File: src/rtl/nec_cmd_scheduler_if.sv
// Signal bundle between the NEC receiver / firmware and nec_cmd_scheduler.
// Optional: NEC_CMD_STATS_EN adds the statistics counter outputs.
interface nec_cmd_scheduler_if #(
  parameter int unsigned FIFO_DEPTH = 4
);
  localparam int unsigned LVL_W = $clog2(FIFO_DEPTH) + 1;

  logic             ir_valid_i;
  logic [7:0]       ir_addr_i;
  logic [7:0]       ir_data_i;
  logic             ir_repeat_i;
  logic             cfg_chk_i;
  logic [7:0]       cfg_addr_i;
  logic             sw_valid_i;
  logic [7:0]       sw_cmd_i;
  logic             sw_ready_o;
  logic             cmd_valid_o;
  logic [7:0]       cmd_data_o;
  logic             cmd_src_o;
  logic             cmd_ready_i;
  logic             drop_o;
  logic [LVL_W-1:0] fifo_level_o;
`ifdef NEC_CMD_STATS_EN
  logic [7:0]       stat_acc_o;
  logic [7:0]       stat_drop_o;

  modport slave (
    input  ir_valid_i, ir_addr_i, ir_data_i, ir_repeat_i, cfg_chk_i, cfg_addr_i,
    input  sw_valid_i, sw_cmd_i, cmd_ready_i,
    output sw_ready_o, cmd_valid_o, cmd_data_o, cmd_src_o, drop_o, fifo_level_o,
    output stat_acc_o, stat_drop_o
  );

  modport master (
    output ir_valid_i, ir_addr_i, ir_data_i, ir_repeat_i, cfg_chk_i, cfg_addr_i,
    output sw_valid_i, sw_cmd_i, cmd_ready_i,
    input  sw_ready_o, cmd_valid_o, cmd_data_o, cmd_src_o, drop_o, fifo_level_o,
    input  stat_acc_o, stat_drop_o
  );
`else
  modport slave (
    input  ir_valid_i, ir_addr_i, ir_data_i, ir_repeat_i, cfg_chk_i, cfg_addr_i,
    input  sw_valid_i, sw_cmd_i, cmd_ready_i,
    output sw_ready_o, cmd_valid_o, cmd_data_o, cmd_src_o, drop_o, fifo_level_o
  );

  modport master (
    output ir_valid_i, ir_addr_i, ir_data_i, ir_repeat_i, cfg_chk_i, cfg_addr_i,
    output sw_valid_i, sw_cmd_i, cmd_ready_i,
    input  sw_ready_o, cmd_valid_o, cmd_data_o, cmd_src_o, drop_o, fifo_level_o
  );
`endif
endinterface

File: src/rtl/nec_cmd_scheduler.sv
// Filters/expands decoded NEC frames, buffers them and round-robins them with firmware commands.
// Optional: NEC_CMD_STATS_EN adds saturating accepted/dropped command counters.
module nec_cmd_scheduler #(
  parameter int unsigned FIFO_DEPTH  = 4,
  parameter int unsigned REPEAT_HOLD = 4096
) (
  input  logic               wb_clk_i,
  input  logic               wb_rst_i,
  nec_cmd_scheduler_if.slave bus
);
  localparam int unsigned PTR_W  = $clog2(FIFO_DEPTH);
  localparam int unsigned LVL_W  = PTR_W + 1;
  localparam int unsigned HOLD_W = $clog2(REPEAT_HOLD + 1);

  typedef enum logic {PRI_IR = 1'b0, PRI_SW = 1'b1} pri_e;

  pri_e              pri_q, pri_d;
  logic              grant_ir, grant_sw;

  logic [7:0]        mem_q [FIFO_DEPTH];
  logic [PTR_W-1:0]  wr_ptr_q, rd_ptr_q;
  logic [LVL_W-1:0]  level_q;
  logic              drop_q;

  logic              last_vld_q;
  logic [7:0]        last_cmd_q;
  logic [HOLD_W-1:0] hold_q;

  logic              cmd_valid_q, cmd_src_q;
  logic [7:0]        cmd_data_q;

  logic              addr_ok, accept, repeat_ok, push, pop, load;
  logic              fifo_empty, fifo_full, do_write, drop_set;
  logic [7:0]        push_data;

  // A frame in the same cycle as a repeat always wins, even if its address is filtered out.
  assign addr_ok    = !bus.cfg_chk_i || (bus.ir_addr_i == bus.cfg_addr_i);
  assign accept     = bus.ir_valid_i && addr_ok;
  assign repeat_ok  = bus.ir_repeat_i && !bus.ir_valid_i && last_vld_q &&
                      (hold_q < HOLD_W'(REPEAT_HOLD));
  assign push       = accept || repeat_ok;
  assign push_data  = accept ? bus.ir_data_i : last_cmd_q;

  assign fifo_empty = (level_q == '0);
  assign fifo_full  = (level_q == LVL_W'(FIFO_DEPTH));
  assign load       = !cmd_valid_q || bus.cmd_ready_i;
  assign pop        = grant_ir;
  assign do_write   = push && (!fifo_full || pop);
  assign drop_set   = push && fifo_full && !pop;

  // Arbiter priority register
  always_ff @(posedge wb_clk_i) begin
    if (wb_rst_i) pri_q <= PRI_IR;
    else          pri_q <= pri_d;
  end

  // Priority flips to the other source after every grant
  always_comb begin
    pri_d = pri_q;
    if (grant_ir)      pri_d = PRI_SW;
    else if (grant_sw) pri_d = PRI_IR;
  end

  // Grants are only issued when the output register can take a new command
  always_comb begin
    grant_ir = 1'b0;
    grant_sw = 1'b0;
    if (!wb_rst_i && load) begin
      if (!fifo_empty && (pri_q == PRI_IR || !bus.sw_valid_i)) grant_ir = 1'b1;
      else if (bus.sw_valid_i)                                 grant_sw = 1'b1;
    end
  end

  assign bus.sw_ready_o = grant_sw;

  // FIFO storage, no reset needed
  always_ff @(posedge wb_clk_i) begin
    if (do_write) mem_q[wr_ptr_q] <= push_data;
  end

  // FIFO pointers wrap naturally since FIFO_DEPTH is a power of two
  always_ff @(posedge wb_clk_i) begin
    if (wb_rst_i) begin
      wr_ptr_q <= '0;
      rd_ptr_q <= '0;
      level_q  <= '0;
      drop_q   <= 1'b0;
    end else begin
      if (do_write) wr_ptr_q <= wr_ptr_q + PTR_W'(1);
      if (pop)      rd_ptr_q <= rd_ptr_q + PTR_W'(1);
      if (do_write && !pop)      level_q <= level_q + LVL_W'(1);
      else if (pop && !do_write) level_q <= level_q - LVL_W'(1);
      drop_q <= drop_set;
    end
  end

  // Last command and repeat window; the counter parks at REPEAT_HOLD once the window closes
  always_ff @(posedge wb_clk_i) begin
    if (wb_rst_i) begin
      last_vld_q <= 1'b0;
      last_cmd_q <= '0;
      hold_q     <= '0;
    end else if (push) begin
      last_vld_q <= 1'b1;
      hold_q     <= '0;
      if (accept) last_cmd_q <= bus.ir_data_i;
    end else if (last_vld_q) begin
      hold_q <= hold_q + HOLD_W'(1);
      if (hold_q == HOLD_W'(REPEAT_HOLD - 1)) last_vld_q <= 1'b0;
    end
  end

  // Output register, held while stalled
  always_ff @(posedge wb_clk_i) begin
    if (wb_rst_i) begin
      cmd_valid_q <= 1'b0;
      cmd_data_q  <= '0;
      cmd_src_q   <= 1'b0;
    end else if (load) begin
      cmd_valid_q <= grant_ir || grant_sw;
      if (grant_ir) begin
        cmd_data_q <= mem_q[rd_ptr_q];
        cmd_src_q  <= 1'b0;
      end else if (grant_sw) begin
        cmd_data_q <= bus.sw_cmd_i;
        cmd_src_q  <= 1'b1;
      end
    end
  end

  assign bus.cmd_valid_o  = cmd_valid_q;
  assign bus.cmd_data_o   = cmd_data_q;
  assign bus.cmd_src_o    = cmd_src_q;
  assign bus.drop_o       = drop_q;
  assign bus.fifo_level_o = level_q;

`ifdef NEC_CMD_STATS_EN
  logic [7:0] stat_acc_q, stat_drop_q;

  // Saturating event counters
  always_ff @(posedge wb_clk_i) begin
    if (wb_rst_i) begin
      stat_acc_q  <= '0;
      stat_drop_q <= '0;
    end else begin
      if (push && stat_acc_q != 8'hFF)      stat_acc_q  <= stat_acc_q + 8'd1;
      if (drop_set && stat_drop_q != 8'hFF) stat_drop_q <= stat_drop_q + 8'd1;
    end
  end

  assign bus.stat_acc_o  = stat_acc_q;
  assign bus.stat_drop_o = stat_drop_q;
`endif
endmodule
File: src/flat_wrapper.sv
// flat-port wrapper written by rule: the top's interface ports become plain ports
module nec_cmd_scheduler_flat 
#(
  parameter int unsigned FIFO_DEPTH  = 4,
  parameter int unsigned REPEAT_HOLD = 4096
)
  (wb_clk_i, wb_rst_i, bus_ir_valid_i, bus_ir_addr_i, bus_ir_data_i, bus_ir_repeat_i, bus_cfg_chk_i, bus_cfg_addr_i, bus_sw_valid_i, bus_sw_cmd_i, bus_cmd_ready_i, bus_sw_ready_o, bus_cmd_valid_o, bus_cmd_data_o, bus_cmd_src_o, bus_drop_o, bus_fifo_level_o);
  nec_cmd_scheduler_if #(.FIFO_DEPTH(FIFO_DEPTH)) bus_i ();
  input  logic wb_clk_i;
  input  logic wb_rst_i;
  input wire logic [$bits(bus_i.ir_valid_i)-1:0] bus_ir_valid_i;
  input wire logic [$bits(bus_i.ir_addr_i)-1:0] bus_ir_addr_i;
  input wire logic [$bits(bus_i.ir_data_i)-1:0] bus_ir_data_i;
  input wire logic [$bits(bus_i.ir_repeat_i)-1:0] bus_ir_repeat_i;
  input wire logic [$bits(bus_i.cfg_chk_i)-1:0] bus_cfg_chk_i;
  input wire logic [$bits(bus_i.cfg_addr_i)-1:0] bus_cfg_addr_i;
  input wire logic [$bits(bus_i.sw_valid_i)-1:0] bus_sw_valid_i;
  input wire logic [$bits(bus_i.sw_cmd_i)-1:0] bus_sw_cmd_i;
  input wire logic [$bits(bus_i.cmd_ready_i)-1:0] bus_cmd_ready_i;
  output wire logic [$bits(bus_i.sw_ready_o)-1:0] bus_sw_ready_o;
  output wire logic [$bits(bus_i.cmd_valid_o)-1:0] bus_cmd_valid_o;
  output wire logic [$bits(bus_i.cmd_data_o)-1:0] bus_cmd_data_o;
  output wire logic [$bits(bus_i.cmd_src_o)-1:0] bus_cmd_src_o;
  output wire logic [$bits(bus_i.drop_o)-1:0] bus_drop_o;
  output wire logic [$bits(bus_i.fifo_level_o)-1:0] bus_fifo_level_o;
  assign bus_i.ir_valid_i = bus_ir_valid_i;
  assign bus_i.ir_addr_i = bus_ir_addr_i;
  assign bus_i.ir_data_i = bus_ir_data_i;
  assign bus_i.ir_repeat_i = bus_ir_repeat_i;
  assign bus_i.cfg_chk_i = bus_cfg_chk_i;
  assign bus_i.cfg_addr_i = bus_cfg_addr_i;
  assign bus_i.sw_valid_i = bus_sw_valid_i;
  assign bus_i.sw_cmd_i = bus_sw_cmd_i;
  assign bus_i.cmd_ready_i = bus_cmd_ready_i;
  assign bus_sw_ready_o = bus_i.sw_ready_o;
  assign bus_cmd_valid_o = bus_i.cmd_valid_o;
  assign bus_cmd_data_o = bus_i.cmd_data_o;
  assign bus_cmd_src_o = bus_i.cmd_src_o;
  assign bus_drop_o = bus_i.drop_o;
  assign bus_fifo_level_o = bus_i.fifo_level_o;
  nec_cmd_scheduler #(.FIFO_DEPTH(FIFO_DEPTH), .REPEAT_HOLD(REPEAT_HOLD)) u_core (.wb_clk_i(wb_clk_i), .wb_rst_i(wb_rst_i), .bus(bus_i));
endmodule
File: config.mk
export PLATFORM = sky130hd
export DESIGN_NAME = nec_cmd_scheduler_flat
export DESIGN_NICKNAME = d
export VERILOG_FILES = /design/src/rtl/nec_cmd_scheduler_if.sv /design/src/rtl/nec_cmd_scheduler.sv /design/src/flat_wrapper.sv
export SDC_FILE = /design/constraint.sdc
export NUM_CORES = 1
export LEC_CHECK = 0
export BUFFER_PORTS_ARGS = -buffer_cell sky130_fd_sc_hd__buf_4
export CORE_MARGIN = 10
export CORE_UTILIZATION = 28
export DETAILED_ROUTE_END_ITERATION = 8
export GPL_ROUTABILITY_DRIVEN = 0
export PLACE_DENSITY = 0.49
export SETUP_SLACK_MARGIN = 0.15
export SYNTH_ARGS = -nofsm -noshare
export SYNTH_HDL_FRONTEND = slang
export SYNTH_SLANG_ARGS = --single-unit
File: constraint.sdc
create_clock -name wb_clk_i -period 3.1 [get_ports wb_clk_i]
set_clock_uncertainty 0.05 [all_clocks]
set_input_delay 0.62 -clock wb_clk_i [delete_from_list [all_inputs] [get_ports wb_clk_i]]
set_output_delay 0.62 -clock wb_clk_i [all_outputs]
set_load 0.05 [all_outputs]
==> results of run 1 <==
## metal layers
metal  up-vias  part of all wire [%]  GRT usage, %
met5         -                     0             0
met3         9                   5.7          2.42
met1      1045                    49          11.3
li1       1106                     -             -
met4         0                   1.8          5.02
met2        51                    43          13.0
## cells by family after synthesis
kind of cell               count (synthesis)
AOI/OAI and AO/OA                         39
xor gates and xnor gates                  24
adders and majority gates                  7
buffers and inverters                     21
DFF                                       75
muxes                                     28
and+or+nand+nor                           83
## power by group
group	total, uW	internal (uW)	switching, uW
registers	1270	1160	112
logic	949	386	562
clock network	1090	702	389
total	3310	2250	1060
## placed cells by master (no fill, tap or decap), types with 8 or more instances in the layout
| master | instances |
|---|---|
| edfxtp_1 | 32 |
| nand2b_1 | 12 |
| clkbuf_16 | 9 |
| nor2b_1 | 9 |
| mux2i_1 | 11 |
| nor2_1 | 33 |
| buf_4 | 61 |
| a211oi_1 | 9 |
| o21ai_0 | 18 |
| mux4_2 | 8 |
| xor2_1 | 20 |
| mux2_2 | 8 |
| dfxtp_1 | 43 |
## final cells by class
type,count,area [um2]
Timing Repair Buffer,61,458
Clock inverter,5,78.8
Tap cell,143,179
Fill cell,1134,7320
Sequential cell,75,1820
Inverter,8,30.0
Clock buffer,11,233
Multi-Input combinational cell,181,1400
## worst reg2reg max path, cell delays in order (launching register included)
cell	delay (ns)
dfxtp_1	0.49
nor4bb_1	0.37
o22ai_1	0.17
a21oi_4	0.14
ha_1	0.21
inv_1	0.07
fa_1	0.37
xor2_1	0.16
or3_1	0.30
a21oi_1	0.14
## per-stage QoR
stage / hold WS, ns / util, % / worst slack (ns)
global route: 0.429 / 36.5 / 0.362
CTS: 0.415 / 36.5 / 0.451
detailed placement: 0.405 / 33.8 / 0.125
global placement: 0.398 / 33.8 / 0.185
finish: 0.410 / 36.5 / 0.473
floorplan: 0.422 / - / 0.299
## how the worst max path moves through the flow
stage / from / to / slack, ns
after global routing: u_core.last_vld_q / u_core.bus.fifo_level_o[2] / 0.36
after floorplan: bus_cfg_addr_i[6] / u_core.bus.fifo_level_o[2] / 0.30
after detailed placement: bus_cfg_addr_i[7] / u_core.bus.fifo_level_o[2] / 0.12
after CTS: bus_cfg_addr_i[7] / u_core.bus.fifo_level_o[2] / 0.45
after global placement: bus_cfg_addr_i[7] / u_core.bus.fifo_level_o[2] / 0.19
final: bus_cfg_addr_i[7] / u_core.bus.fifo_level_o[2] / 0.47
## registers in the layout, summed over array words and instances (netlist names), named ones only
register / flops
u_core.mem_q: 32
u_core.hold_q: 13
u_core.bus.cmd_data_o: 8
u_core.last_cmd_q: 8
u_core.bus.fifo_level_o: 3
u_core.rd_ptr_q: 2
u_core.wr_ptr_q: 2
u_core.bus.cmd_src_o: 1
u_core.bus.cmd_valid_o: 1
u_core.bus.drop_o: 1
u_core.last_vld_q: 1
u_core.pri_q: 1
==> impl_results.md, run 1 <==
- Top cell by count, worst path: xor2_1
- CTS clk-pin slew, worst paths: 0.06 ns
- Syn Nets: 323
- Post-synthesis compound-gate area fraction: 8.40%
- R2R depth: 9
- Largest net degree at the start of global routing: 41
- HP Start: u_core.bus.cmd_src_o
- Kind of critical path: input port to register
- Fin crit share: 84.8%
- Cell family with most CP delay: simple AND/OR/NAND/NOR gates
- Worst Hold Class: register to register
- DRC viols: 0
- Main synth FF type: dfxtp_1
- IO Pins: 54
- VDD IR max: between 0.2 and 0.3 mV
- Post-Synth Adder-Cell Area: 2.86%
- Min Tclk post-route: 2.63 ns
- Mux share of post-synthesis cell area: 11.9%
- Fraction of layout cells with a size suffix above 1: ~28%
- CP max-delay cell: fa_1
- Asr flop ratio synth: 0%
- CTS tree: done
- Initial Util: 28.8%
- Synthesis-to-finish area growth: 26.4%
- Leak Pwr: 0.00162 uW
- Synth top area share: 28.9%
- Avg Vias per Cell: around 4.6
- Max frequency: 381 MHz
- CP peak stage delay: around 0.37 ns
- First-pass GRT wire length: around 12000 um
- Main combinational cell family by area after synthesis: simple AND/OR/NAND/NOR gates
- Max cap viols: 0
- Syn Area/Cell: 12.0 um2
- Worst setup SP type: input port
- Final setup TNS: 0 ns
- Width of the die: 129 um
- CTS resizes: 0
- Critical path depth: 11
- Hold Path Depth: 2
- Cell area after synthesis: roughly 3300 um2
- Wirelength per Cell: 14.6 um
- Port Buf Inserts: 53
- CTS buffer count: 9
- Hold_buf cts: 0
- Reg2reg end: u_core.bus.fifo_level_o[2]
- Reg2Reg Setup Slack: 0.57 ns
- WP buf/inv: 2
- Worst EP arrival: approximately 2.8 ns
- Simple-gate share of the synthesized area: between 10% and 20%
- Cells after Synth: between 200 and 300
- Status: complete, no violations
- Worst-margin pin slew: ~0.57 ns
- Final net count: 382
- Slew margin rel.: 62.1%
- Placed cell areas: 3890 um2
- Initial antenna violation count: 0
- First-pass DRT Iterations: 5
- Final wirelength: 7090 um
- Num rows: 39
- Final antenna-violating net count: 0
- Post-Synth XOR/XNOR Area: 6.33%
- ANT cells: 0
- Most frequent cell after synthesis: dfxtp_1
- Chip Height: 129 um
- Root Driver: clkbuf_16
- Total grt overflow: 0
- Slew Limit Fails: 0
- Library cells used by synthesis: 44
- Die Area: 16600 um2
- Syn. warnings: 0
- PwrDens: 789 nW/um2
- Vias in the first global route: between 2000 and 2500
- Synthesis-stage register bit count: 75
- Seq/Total Area, Yosys: 54.8%
- Critical Path Sink Type: register
- RSZ-0062 raised after global routing: false
- H-Tree Depth: 3
- Post-synth top cells: dfxtp_1 (43), nor2_1 (33), edfxtp_1 (32), xor2_1 (20), o21ai_0 (18)
- Initial DRC Count: 110
- Placed cells: 468
- Clock Path Buffers: 2
- Worst-path fanout max: 2
- Synth area leaders: edfxtp_1 (29%), dfxtp_1 (26%), mux4_2 (5.4%)
- Final Cell Area: about 4200 um2
- Postcts setup bufs: 0
- Worst-Skew Late Latency: between 0.3 and 0.4 ns
- WHS Endpoint: u_core.bus.cmd_src_o
- Via count: roughly 2200
- Core Box Area: 11500 um2
- Hpwl dp: slightly above 5000 um
- Required time worst endpoint: 3.31 ns
- Final setup viols: 0
- PnR Total Power: 3310 uW
- Reg2reg start: u_core.last_vld_q
- Total GRT Usage: 8.78%
- Sequence of cells on the critical path: buf_4 > xor2_1 > nor4_1 > a21boi_1 > a21oi_4 > ha_1 > inv_1 > fa_1 > xor2_1 > or3_1 > a21oi_1
- Cell taking the most area after synthesis: edfxtp_1
- Clk sinks: 75
- Non-filler cells, final: roughly 480
- Final hold vios: 0
- EDFF count, synth: 32
No activity file was read; power rests on OpenSTA's default activity.
==> run 2: changes to the inputs <==
--- a/config.mk
+++ b/config.mk
@@ -10,7 +10,7 @@
 export CORE_UTILIZATION = 28
 export DETAILED_ROUTE_END_ITERATION = 8
 export GPL_ROUTABILITY_DRIVEN = 0
-export PLACE_DENSITY = 0.49
+export PLACE_DENSITY = 0.51
 export SETUP_SLACK_MARGIN = 0.15
 export SYNTH_ARGS = -nofsm -noshare
 export SYNTH_HDL_FRONTEND = slang
==> constraint.sdc (replaced) <==
create_clock -name wb_clk_i -period 2.4 [get_ports wb_clk_i]
set_clock_uncertainty 0.05 [all_clocks]
set_input_delay 0.48 -clock wb_clk_i [delete_from_list [all_inputs] [get_ports wb_clk_i]]
set_output_delay 0.48 -clock wb_clk_i [all_outputs]
set_load 0.05 [all_outputs]
==> impl_results.md, run 2 (synthesis results as in run 1) <==
- Min Tclk post-route: about 2.3 ns
- CTS tree: done
- Critical Path Sink Type: register
- Final setup TNS: 0 ns (unchanged)
- Fillcell total: 1105 (-2.6%)
- Avg Vias per Cell: 4.44 (-2.9%)
- RSZ-0062 raised after global routing: true
- Final net count: 399 (+4.5%)
- Final hold vios: 0 (unchanged)
- Top Registers: u_core.mem_q x32, u_core.hold_q x13
- CTS buffer count: 9 (unchanged)
- Fin util: 38.4% (+1.9 points)
- Hpwl dp: 5300 um (+3.6%)
- Total grt overflow: 0 (unchanged)
- Max cap viols: 0 (unchanged)
- Fin crit share: a little over nine tenths
- Via count: 2222 (+0.50%)
- Biggest register: u_core.mem_q
- Worst-margin pin slew: 0.523 ns (-0.0459 ns)
- Commonest cells after routing, fill and taps aside: buf_4 (74), dfxtp_1 (40), nor2_1 (33), edfxtp_1 (32), xor2_1 (20)
- Clk sinks: 75 (unchanged)
- Wirelength per Cell: 14.3 um (-2.2%)
- Port Buf Inserts: 53 (unchanged)
- Fraction of layout cells with a size suffix above 1: 34.6% (+6.5 points)
- Commonest non-fill, non-tap cell in the layout: buf_4
- Total GRT Usage: 9.00% (+0.22 points)
- Chip Height: 129 um (unchanged)
- PnR Total Power: 4380 uW (+32%)
- Final antenna-violating net count: 0 (unchanged)
- Die Area: 16600 um2 (unchanged)
- Net Sw Frac: 32.1% (about the same)
- Kind of critical path: input port to register
- DRC viols: 0 (unchanged)
- Core Box Area: 11500 um2 (unchanged)
- Synthesis-to-finish area growth: 33.1%
- Max frequency: 441 MHz
- Worst EP arrival: 2.48 ns (-0.36 ns)
- CTS clk-pin slew, worst paths: 0.06 ns (about the same)
- Required time worst endpoint: 2.61 ns (-0.70 ns)
- Largest net degree at the start of global routing: 42 (+2.4%)
- Width of the die: 129 um (unchanged)
- Num rows: 39 (unchanged)
- ANT cells: 0 (unchanged)
- Leak Pwr: 0.00173 uW (+6.8%)
- Initial Util: 28.8% (unchanged)
- Placed cells: 484 (+3.4%)
- Initial antenna violation count: 0 (unchanged)
- Worst setup SP type: input port
- Status: complete, no violations
- Net Switching: 1410 uW (+32%)
- Combinational share of power: 29.7% (+1.1 points)
- Final wirelength: 7180 um (+1.3%)
- Worst-Skew Late Latency: 0.33 ns (about the same)
- H-Tree Depth: 3 (unchanged)
- Clock Path Buffers: 2 (unchanged)
- Hold_buf cts: 0 (unchanged)
- IO Pins: 54 (unchanged)
- VDD IR max: 0.359 mV (+36%)
- Clock share of power: 32.6% (-0.3 points)
- First-pass DRT Iterations: 4 (-1)
- Root Driver: clkbuf_16
- Sequential power share: 37.7% (-0.7 points)
- Slew margin rel.: 65.1% (+3.0 points)
- Max reg flops: 32 (unchanged)
- Slew Limit Fails: 0 (unchanged)
- Pint: 2970 uW (+32%)
- Final setup viols: 0 (unchanged)
- Vias in the first global route: 2273 (+3.6%)
- Worst Hold Class: input port to register
- Non-filler cells, final: 501 (+3.5%)
- PwrDens: 990 nW/um2 (+25%)
- First-pass GRT wire length: 11800 um (+1.5%)
- Worst-path fanout max: 2 (unchanged)
- Initial DRC Count: 164 (+49%)
## run 2: cell count changes in the layout (fill, tap and decap cells not counted), moves of 2 or more
cell / delta
nor4_2: +2
buf_4: +13
dfxtp_1: -3
dfxtp_2: +3
buf_12: +4
nor4_1: -2
## run 2: path summary, 6_finish.rpt
path                            cells past startpoint                         end                    from  slack [ns]
worst max-delay path                               11  u_core.bus.fifo_level_o[2]       bus_cfg_addr_i[0]        0.13
worst min-delay path                                3        u_core.last_cmd_q[3]        bus_ir_data_i[3]        0.37
worst max register to register                     10  u_core.bus.fifo_level_o[2]  u_core.bus.cmd_valid_o        0.17
worst min register to register                      2        u_core.bus.cmd_src_o    u_core.bus.cmd_src_o        0.41
## run 2: worst max-delay path, cell delays in order
cell	delay [ns]
buf_4	0.11
xor2_1	0.16
nor4_2	0.33
a21boi_2	0.13
a21oi_4	0.17
ha_4	0.15
inv_2	0.03
fa_2	0.34
xor2_1	0.15
or3_1	0.30
a21oi_1	0.12
## run 2: cell type report
class | instances | area (um2) | share of cell area, %
sequential | 75 | 1830 | 41.3
multi-input combinational | 181 | 1440 | 32.4
timing repair buffer | 78 | 636 | 14.4
clock buffer | 10 | 229 | 5.18
tap | 143 | 179 | 4.05
clock inverter | 6 | 88.8 | 2.01
inverter | 8 | 30.0 | 0.679
## run 2: per-stage QoR
step                      worst slack (ns)  cell area (um2)  hold WS (ns)
final                                0.130             4420         0.371
after global placement              -0.262             4080         0.407
after global routing                0.0184             4420         0.394
after detailed placement            -0.312             4080         0.405
after CTS                            0.124             4420         0.362
after floorplan                     -0.157             3350         0.422
## run 2: timing repair
action | CTS | global route
setup buffers | 0 | 1
endpoints found under the setup margin | 1 | 1
gates resized for setup | 3 | 0
gates cloned | 0 | 0
pin swaps | 1 | 2
endpoints found under the hold margin | 0 | 0
## run 2: power groups by stage
stage / Clock (uW) / Sequential [uW] / Combinational, uW
2_1_floorplan: 0 / 1940 / 632
3_3_place_gp: 0 / 1680 / 1310
3_5_place_dp: 0 / 1690 / 1310
4_1_cts: 1470 / 1660 / 1320
5_1_grt: 1520 / 1680 / 1410
6_report: 1430 / 1650 / 1300
## run 2: layer usage
| layer | track usage, % | vias up | routed length (um) |
|---|---|---|---|
| li1 | - | 1136 | - |
| met1 | 11.3 | 1032 | 3450 |
| met2 | 13.2 | 46 | 3090 |
| met3 | 2.87 | 8 | 506 |
| met4 | 5.42 | 0 | 129 |
| met5 | 0 | - | 0 |
